$ cat config.mk
export PLATFORM = sky130hd
export DESIGN_NAME = mixcolumns_iter
export DESIGN_NICKNAME = d
export VERILOG_FILES = /design/src/rtl/aes_pkg.sv /design/src/rtl/mixcolumns_col.sv /design/src/rtl/mixcolumns_iter.sv
export SDC_FILE = /design/constraint.sdc
export NUM_CORES = 1
export LEC_CHECK = 0
export BUFFER_PORTS_ARGS = -buffer_cell sky130_fd_sc_hd__clkbuf_2
export CAP_MARGIN = 20
export CORE_MARGIN = 2
export CORE_UTILIZATION = 45
export DETAILED_ROUTE_END_ITERATION = 7
export PLACE_DENSITY = 0.7
export SLEW_MARGIN = 20
export SYNTH_ARGS = -nofsm -noshare
export SYNTH_HDL_FRONTEND = slang
export SYNTH_HIERARCHICAL = 1
export SYNTH_SLANG_ARGS = --single-unit
$ cat constraint.sdc
create_clock -name clk -period 4.9 [get_ports clk]
set_clock_uncertainty 0.05 [all_clocks]
set_input_delay 0.245 -clock clk [delete_from_list [all_inputs] [get_ports clk]]
set_output_delay 0.245 -clock clk [all_outputs]
set_load 0.05 [all_outputs]
$ cat src/rtl/aes_pkg.sv
// rtl/aes_pkg.sv - shared AES byte/column/state types, GF(2^8) helpers and FSM states
package aes_pkg;

  typedef logic [7:0]   byte_t;
  typedef logic [31:0]  col_t;
  typedef logic [127:0] state_t;

  localparam byte_t AES_POLY = 8'h1b;

  typedef enum logic [1:0] {IDLE, RUN, DONE} fsm_state_t;

  function automatic byte_t xtime(input byte_t v);
    return {v[6:0], 1'b0} ^ (v[7] ? AES_POLY : 8'h00);
  endfunction

  // Column c occupies bytes 4c..4c+3, counted from the MSB end of the state
  function automatic col_t get_col(input state_t s, input logic [1:0] c);
    col_t r;
    case (c)
      2'd0:    r = s[127:96];
      2'd1:    r = s[95:64];
      2'd2:    r = s[63:32];
      default: r = s[31:0];
    endcase
    return r;
  endfunction

  function automatic state_t set_col(input state_t s, input logic [1:0] c, input col_t v);
    state_t r;
    r = s;
    case (c)
      2'd0:    r[127:96] = v;
      2'd1:    r[95:64]  = v;
      2'd2:    r[63:32]  = v;
      default: r[31:0]   = v;
    endcase
    return r;
  endfunction

endpackage

$ cat src/rtl/mixcolumns_col.sv
// rtl/mixcolumns_col.sv - combinational single-column MixColumns / InvMixColumns
module mixcolumns_col
  import aes_pkg::*;
#(
  parameter int INV_EN = 1
) (
  input  col_t col_in,
  input  logic inv,
  output col_t col_out
);

  logic  pre_en;
  byte_t u, v;
  byte_t a, b, c, d;

  // InvMixColumns factors as a cheap pre-multiply followed by the forward matrix
  assign pre_en = (INV_EN != 0) && inv;
  assign u = pre_en ? xtime(xtime(col_in[31:24] ^ col_in[15:8])) : 8'h00;
  assign v = pre_en ? xtime(xtime(col_in[23:16] ^ col_in[7:0]))  : 8'h00;

  assign a = col_in[31:24] ^ u;
  assign b = col_in[23:16] ^ v;
  assign c = col_in[15:8]  ^ u;
  assign d = col_in[7:0]   ^ v;

  assign col_out = {xtime(a ^ b) ^ b ^ c ^ d,
                    xtime(b ^ c) ^ c ^ d ^ a,
                    xtime(c ^ d) ^ d ^ a ^ b,
                    xtime(d ^ a) ^ a ^ b ^ c};

endmodule

$ cat src/rtl/mixcolumns_iter.sv
// rtl/mixcolumns_iter.sv - iterative handshaked MixColumns engine, COLS_PER_CYCLE columns per clock
module mixcolumns_iter
  import aes_pkg::*;
#(
  parameter int COLS_PER_CYCLE = 1,
  parameter int INV_EN         = 1
) (
  input  logic         clk,
  input  logic         rst_n,
  input  logic         in_valid,
  output logic         in_ready,
  input  logic         in_inv,
  input  logic [127:0] in_state,
  output logic         out_valid,
  input  logic         out_ready,
  output logic [127:0] out_state,
  output logic         busy
);

  if (COLS_PER_CYCLE != 1 && COLS_PER_CYCLE != 2 && COLS_PER_CYCLE != 4) begin : g_bad_cols
    $error("mixcolumns_iter: COLS_PER_CYCLE must be 1, 2 or 4");
  end

  localparam logic [1:0] CNT_STEP = 2'(COLS_PER_CYCLE % 4);
  localparam logic [1:0] LAST_CNT = 2'((4 - COLS_PER_CYCLE) % 4);

  fsm_state_t state_q, state_d;
  logic [1:0] cnt_q, cnt_d;
  state_t     data_q, data_d;
  logic       mode_q, mode_d;
  col_t       mixed [COLS_PER_CYCLE];

  for (genvar j = 0; j < COLS_PER_CYCLE; j++) begin : g_col
    mixcolumns_col #(.INV_EN(INV_EN)) u_col (
      .col_in  (get_col(data_q, cnt_q + 2'(j))),
      .inv     (mode_q),
      .col_out (mixed[j])
    );
  end

  always_ff @(posedge clk or negedge rst_n) begin
    if (!rst_n) begin
      state_q <= IDLE;
      cnt_q   <= 2'd0;
      data_q  <= '0;
      mode_q  <= 1'b0;
    end else begin
      state_q <= state_d;
      cnt_q   <= cnt_d;
      data_q  <= data_d;
      mode_q  <= mode_d;
    end
  end

  always_comb begin
    state_d = state_q;
    cnt_d   = cnt_q;
    data_d  = data_q;
    mode_d  = mode_q;
    case (state_q)
      IDLE: begin
        if (in_valid) begin
          data_d  = in_state;
          mode_d  = in_inv && (INV_EN != 0);
          cnt_d   = 2'd0;
          state_d = RUN;
        end
      end
      RUN: begin
        // Columns are rewritten in place; the counter wraps to 0 after the last group
        for (int j = 0; j < COLS_PER_CYCLE; j++) begin
          data_d = set_col(data_d, cnt_q + 2'(j), mixed[j]);
        end
        cnt_d = cnt_q + CNT_STEP;
        if (cnt_q == LAST_CNT) begin
          state_d = DONE;
        end
      end
      DONE: begin
        if (out_ready) begin
          state_d = IDLE;
        end
      end
      default: state_d = IDLE;
    endcase
  end

  assign in_ready  = (state_q == IDLE);
  assign out_valid = (state_q == DONE);
  assign busy      = (state_q != IDLE);
  assign out_state = data_q;

endmodule

==> results of run 1 <==
final cells by class:
cell class / count / area share
Sequential cell: 133 / 0.302
Clock inverter: 5 / 0.00476
Multi-Input combinational cell: 558 / 0.439
Tap cell: 265 / 0.0301
Clock buffer: 23 / 0.0433
Inverter: 134 / 0.0456
Timing Repair Buffer: 283 / 0.136
final timing paths:
path / depth (start not counted) / start / end
worst max-delay path: 14 / cnt_q[0]$_DFFE_PN0P_ / out_state[20]$_DFFE_PN0P_
worst min-delay path: 2 / in_inv / mode_q$_DFFE_PN0P_
worst max register to register: 14 / cnt_q[0]$_DFFE_PN0P_ / out_state[20]$_DFFE_PN0P_
worst min register to register: 2 / out_state[44]$_DFFE_PN0P_ / out_state[44]$_DFFE_PN0P_
max in group asynchronous: 3 / rst_n / out_state[91]$_DFFE_PN0P_
min in group asynchronous: 2 / rst_n / out_state[42]$_DFFE_PN0P_
logic make-up after synthesis:
logic type      synth area share
buf+inv                    0.102
flops                      0.367
compound gates             0.116
mux                        0.178
simple gates              0.0473
xor+xnor                   0.183
fa+ha+maj                0.00689
layer usage:
layer / vias to the layer above / routed length [microns] / part of all wire / global-route usage
met1: 3573 / 12300 / 0.45 / 0.367
met4: 0 / 434 / 0.016 / 0.0655
met5: - / 0 / 0 / 0
met2: 313 / 13000 / 0.47 / 0.417
li1: 3452 / - / - / -
met3: 28 / 1970 / 0.071 / 0.0531
stage by stage:
step	cells	util	worst slack (ps)	hold slack [ps]	area, sq um
floorplan	882	-	1140	-101	9080
global placement	1372	0.534	722	358	10500
detailed placement	1372	0.534	633	362	10500
CTS	1401	0.561	601	15.6	11000
global route	1401	0.561	280	11.5	11000
finish	1401	0.561	568	23.2	11000
worst register-to-register path, stage by stage, from the launching register on:
cell	delay, ps
dfrtp_1	440
inv_1	90
ha_1	220
buf_4	240
a222oi_1	410
mux2i_1	300
xor2_2	340
nand2_1	150
xor2_1	270
xnor2_1	700
xnor3_1	340
xnor2_1	160
and3b_1	300
a21oi_1	70
mux2i_1	170
registers in the layout, summed over array words and instances, names as in the netlist:
signal and count:
mode_q 1, cnt_q 2, out_state 128, state_q 2
placed cells by master (no fill, tap or decap):
master         instances
clkbuf_2             262
mux2i_1              160
inv_1                134
dfrtp_1              133
a21oi_1              129
xnor2_1               89
xor2_1                50
a222oi_1              32
and3b_1               32
nand2_1               21
clkbuf_16             17
buf_4                 17
xnor3_1               11
xor2_2                 5
a21oi_4                4
ha_1                   3
clkbuf_1               3
clkbuf_8               3
clkinv_2               3
and2_1                 3
nand2_4                2
o21ai_0                2
ha_2                   2
xnor3_2                2
xor2_4                 2
buf_12                 2
nor2_1                 1
nor2b_1                1
nand2b_4               1
nand2b_1               1
mux2_2                 1
o21bai_1               1
o2bb2ai_1              1
clkinvlp_4             1
bufinv_16              1
xnor2_2                1
nand2_2                1
dlygate4sd3_1          1
buf_6                  1
==> flow_metrics.tcl, run 1 <==
set metrics [dict create \
    mappedNetlistNets 1020 \
    crit_slowest_cell "xnor2_1" \
    drt_iter0_markers 621 \
    final.setup.tns_ps 0 \
    proportion_of_layout_cells_with_a_drive_suffix_above_1 0.289 \
    grtUsageTotal 0.262 \
    globalRouteOverflowTotal 0 \
    timing_max_transition_violations_final 0 \
    ant_nets 0 \
    cts_max_level 4 \
    cp.required_ps 5180 \
    cpLargestDelayFamily "XOR/XNOR gates" \
    rows 51 \
    yosysUniqueCellTypes 33 \
    tritoncts_clock_tree "done" \
    outcome "finished clean" \
    synthesis.instances 882 \
    postCtsResizedCells 0 \
    first_pass_iters 8 \
    grt_max_degree 100 \
    critical-path-max-stage-delay_ps 700 \
    ys.warnings.count 6 \
    detailed_place_hpwl_mm 21.4 \
    die_w_microns 146 \
    post_cts_hold_buffer_count 1 \
    residual_drc_count 0 \
    final_hold_violating_endpoints 0 \
    cts.reportedPaths.clkPinSlew_ps 60 \
    arrival_time_at_the_worst_endpoint_ps 4610 \
    number_of_enable_flip_flop_cells_after_synthesis 0 \
    top_level_ports 264 \
    regArea_sq_um 3330 \
    buffer_ports.inserted 263 \
    endpoint_kind "register" \
    ys_top_cells_by_area "dfrtp_1 37%, mux2i_1 18%, xnor2_1 8.6%, a21oi_1 7.1%, inv_1 5.5%" \
    yosysMostFrequentCell "mux2i_1" \
    postSynthAreaPerCell_sq_um 10.3 \
    postCtsSetupRepairBufs 0 \
    max_cap_violations 0 \
    post-synth-top-area-fraction 0.367 \
    design.core.area_sq_um 19700 \
    antenna_violations_before_repair 0 \
    routabilityCongestion 0.968 \
    wire_length_of_the_first_global_routing_pass_mm 43.6 \
    clk_root_buffer_cell "clkbuf_16" \
    rsz0062_at_grt "false" \
    initial_core_util 0.462 \
    cts-buffers-inserted 17 \
    maxClockFrequency_mhz 231 \
    clockBufferDepth 2 \
    setup-violations-final 0 \
    num-fill-cells 1800 \
    critical_path_class "reg2reg" \
    synth.ff_latch_count 133 \
    route.detailed.vias_per_inst 5.26 \
    clock_sink_count 133 \
    antenna_cells 0 \
    timing_worst_slew_pin_value_ps 1030 \
    r2r_slack_ps 570 \
    dominantRegCellSynth "dfrtp_1" \
    final_net_count 1265 \
    synth_top_area_cell "dfrtp_1" \
    post_synthesis_async_set_or_reset_flop_share 1.00 \
    totalWireLength_mm 27.7 \
    worstPathMaxFanout 25 \
    area_occupied_by_multi_input_gates_sq_um 4840 \
    post_drt_wl_per_cell_microns 19.8 \
    design.die.area_sq_um 21300 \
    post_synth_instance_area_sq_um 9080 \
    critical_path.cell_chain "inv_1, ha_1, buf_4, a222oi_1, mux2i_1, xor2_2, nand2_1, xor2_1, xnor2_1, xnor3_1, xnor2_1, and3b_1, a21oi_1, mux2i_1" \
    clock_insertion_delay_worst_skew_ps 420 \
    ys_seq_area_frac 0.367 \
    routed-via-count 7366 \
    first_global_vias 7580 \
    layout_min_cycle_time_ps 4330 \
    crit_path_start_kind "register" \
    hp-class "in2reg" \
    synth.top_cells.by_count "160 x mux2i_1, 134 x inv_1, 133 x dfrtp_1" \
    slew_headroom 0.312 \
    cp_buf_inv_count 2 \
    chipHeight_microns 146 \
    area_delta_synth_final_pct 21.5 \
    fin_crit_sh 0.884 \
]
Power of run 1 is not shown: default switching activity piles up to over one toggle a cycle in this logic, so the estimate is an artifact.
==> run 2, diff against run 1 <==
--- a/config.mk
+++ b/config.mk
@@ -5,12 +5,14 @@
 export SDC_FILE = /design/constraint.sdc
 export NUM_CORES = 1
 export LEC_CHECK = 0
+export ABC_CLOCK_PERIOD_IN_PS = 4900
 export BUFFER_PORTS_ARGS = -buffer_cell sky130_fd_sc_hd__clkbuf_2
-export CAP_MARGIN = 20
+export CAP_MARGIN = 40
 export CORE_MARGIN = 2
 export CORE_UTILIZATION = 45
 export DETAILED_ROUTE_END_ITERATION = 7
 export PLACE_DENSITY = 0.7
+export REMOVE_ABC_BUFFERS = 1
 export SLEW_MARGIN = 20
 export SYNTH_ARGS = -nofsm -noshare
 export SYNTH_HDL_FRONTEND = slang
==> flow_metrics.tcl, run 2 (synthesis results as in run 1) <==
set metrics [dict create \
    num-fill-cells 1761 \
    globalRouteOverflowTotal 0 \
    arrival_time_at_the_worst_endpoint_ps 4700 \
    post_drt_wl_per_cell_microns 19.0 \
    buffer_ports.inserted 263 \
    cts_max_level 4 \
    largest_register_ffs 128 \
    final_net_count 1268 \
    cts-buffers-inserted 17 \
    clock_insertion_delay_worst_skew_ps 420 \
    critical_path_class "reg2reg" \
    final.setup.tns_ps 0 \
    cts.reportedPaths.clkPinSlew_ps 60 \
    first_global_vias 7666 \
    die_w_microns 146 \
    tritoncts_clock_tree "done" \
    ant_nets 0 \
    design.die.area_sq_um 21300 \
    residual_drc_count 0 \
    grt_max_degree 75 \
    fin_crit_sh 0.913 \
    layout_min_cycle_time_ps 4470 \
    antenna_cells 0 \
    crit_path_start_kind "register" \
    routed-via-count 7466 \
    endpoint_kind "register" \
    final_util 0.567 \
    rsz0062_at_grt "false" \
    area_delta_synth_final_pct 22.7 \
    layout.cells.most_common "clkbuf_2" \
    setup-violations-final 0 \
    clock_sink_count 133 \
    timing_worst_slew_pin_value_ps 859 \
    clk_root_buffer_cell "clkbuf_16" \
    route.detailed.vias_per_inst 5.30 \
    initial_core_util 0.462 \
    timing_max_transition_violations_final 0 \
    antenna_violations_before_repair 0 \
    detailed_place_hpwl_mm 20.2 \
    wire_length_of_the_first_global_routing_pass_mm 42.4 \
    mostFrequentLayoutCells "262 x clkbuf_2, 160 x mux2i_1, 134 x inv_1" \
    clockBufferDepth 2 \
    rows 51 \
    postCtsSetupRepairBufs 0 \
    slew_headroom 0.426 \
    totalWireLength_mm 26.7 \
    maxClockFrequency_mhz 224 \
    top_level_ports 264 \
    final_hold_violating_endpoints 0 \
    fin_worst_hold_slack_ps 53.8 \
    grtUsageTotal 0.251 \
    hp-class "in2reg" \
    worstPathMaxFanout 16 \
    outcome "finished clean" \
    design.core.area_sq_um 19700 \
    cp.required_ps 5130 \
    chipHeight_microns 146 \
    first_pass_iters 7 \
    max_cap_violations 0 \
    routabilityCongestion 0.956 \
    drt_iter0_markers 606 \
    postCtsResizedCells 0 \
    proportion_of_layout_cells_with_a_drive_suffix_above_1 0.295 \
]
[run 2: area by class of cell]
class                   instances  area [sq um]  share of cell area
clock inverters                15           179              0.0161
clock buffers                  17           425              0.0382
multi-input cells             558          4840               0.434
well taps                     265           332              0.0298
inverters                     134           503              0.0452
flip-flops and latches        133          3330               0.299
repair buffers                286          1530               0.138
[run 2: per-stage QoR]
| step | std cells | instance area [sq um] | worst slack (ps) |
|---|---|---|---|
| 6_report | 1408 | 11100 | 428 |
| 5_1_grt | 1408 | 11100 | 246 |
| 4_1_cts | 1408 | 11100 | 511 |
| 3_5_place_dp | 1374 | 10500 | 529 |
| 3_3_place_gp | 1372 | 10500 | 643 |
| 2_1_floorplan | 825 | 8660 | 532 |
[run 2: worst paths after layout]
kind | start | end | slack [ps] | cells past startpoint
hold / removal | out_ready | state_q[1]$_DFFE_PN0P_ | 50 | 3
hold reg to reg | out_state[36]$_DFFE_PN0P_ | out_state[36]$_DFFE_PN0P_ | 490 | 2
setup / recovery | cnt_q[0]$_DFFE_PN0P_ | out_state[3]$_DFFE_PN0P_ | 430 | 14
max in group asynchronous | rst_n | out_state[61]$_DFFE_PN0P_ | 3820 | 3
min in group asynchronous | rst_n | out_state[85]$_DFFE_PN0P_ | 190 | 2
setup reg to reg | cnt_q[0]$_DFFE_PN0P_ | out_state[3]$_DFFE_PN0P_ | 430 | 14
[run 2: layer usage]
layer  vias up  track usage  part of all wire
li1       3469            -                 -
met2       324        0.404              0.47
met4         0       0.0709             0.017
met1      3643        0.349              0.45
met3        30       0.0478             0.070
met5         -            0                 0
[run 2: what timing repair did]
| action | 4_1_cts | 5_1_grt |
|---|---|---|
| hold buffers | 2 | 0 |
| hold endpoints to repair | 97 | 0 |
| setup endpoints to repair | 0 | 0 |
[run 2: critical path, stage by stage (launching register included)]
cell and delay, ps:
dfrtp_1 440, inv_1 100, ha_1 430, buf_4 320
a222oi_1 520, mux2i_1 230, xnor2_1 430, xnor2_1 170
nand2_1 110, xor2_1 440, xnor3_1 490, xor2_1 140
and3b_1 210, a21oi_1 150, mux2i_1 100
Power of run 2 is left out for the same reason.
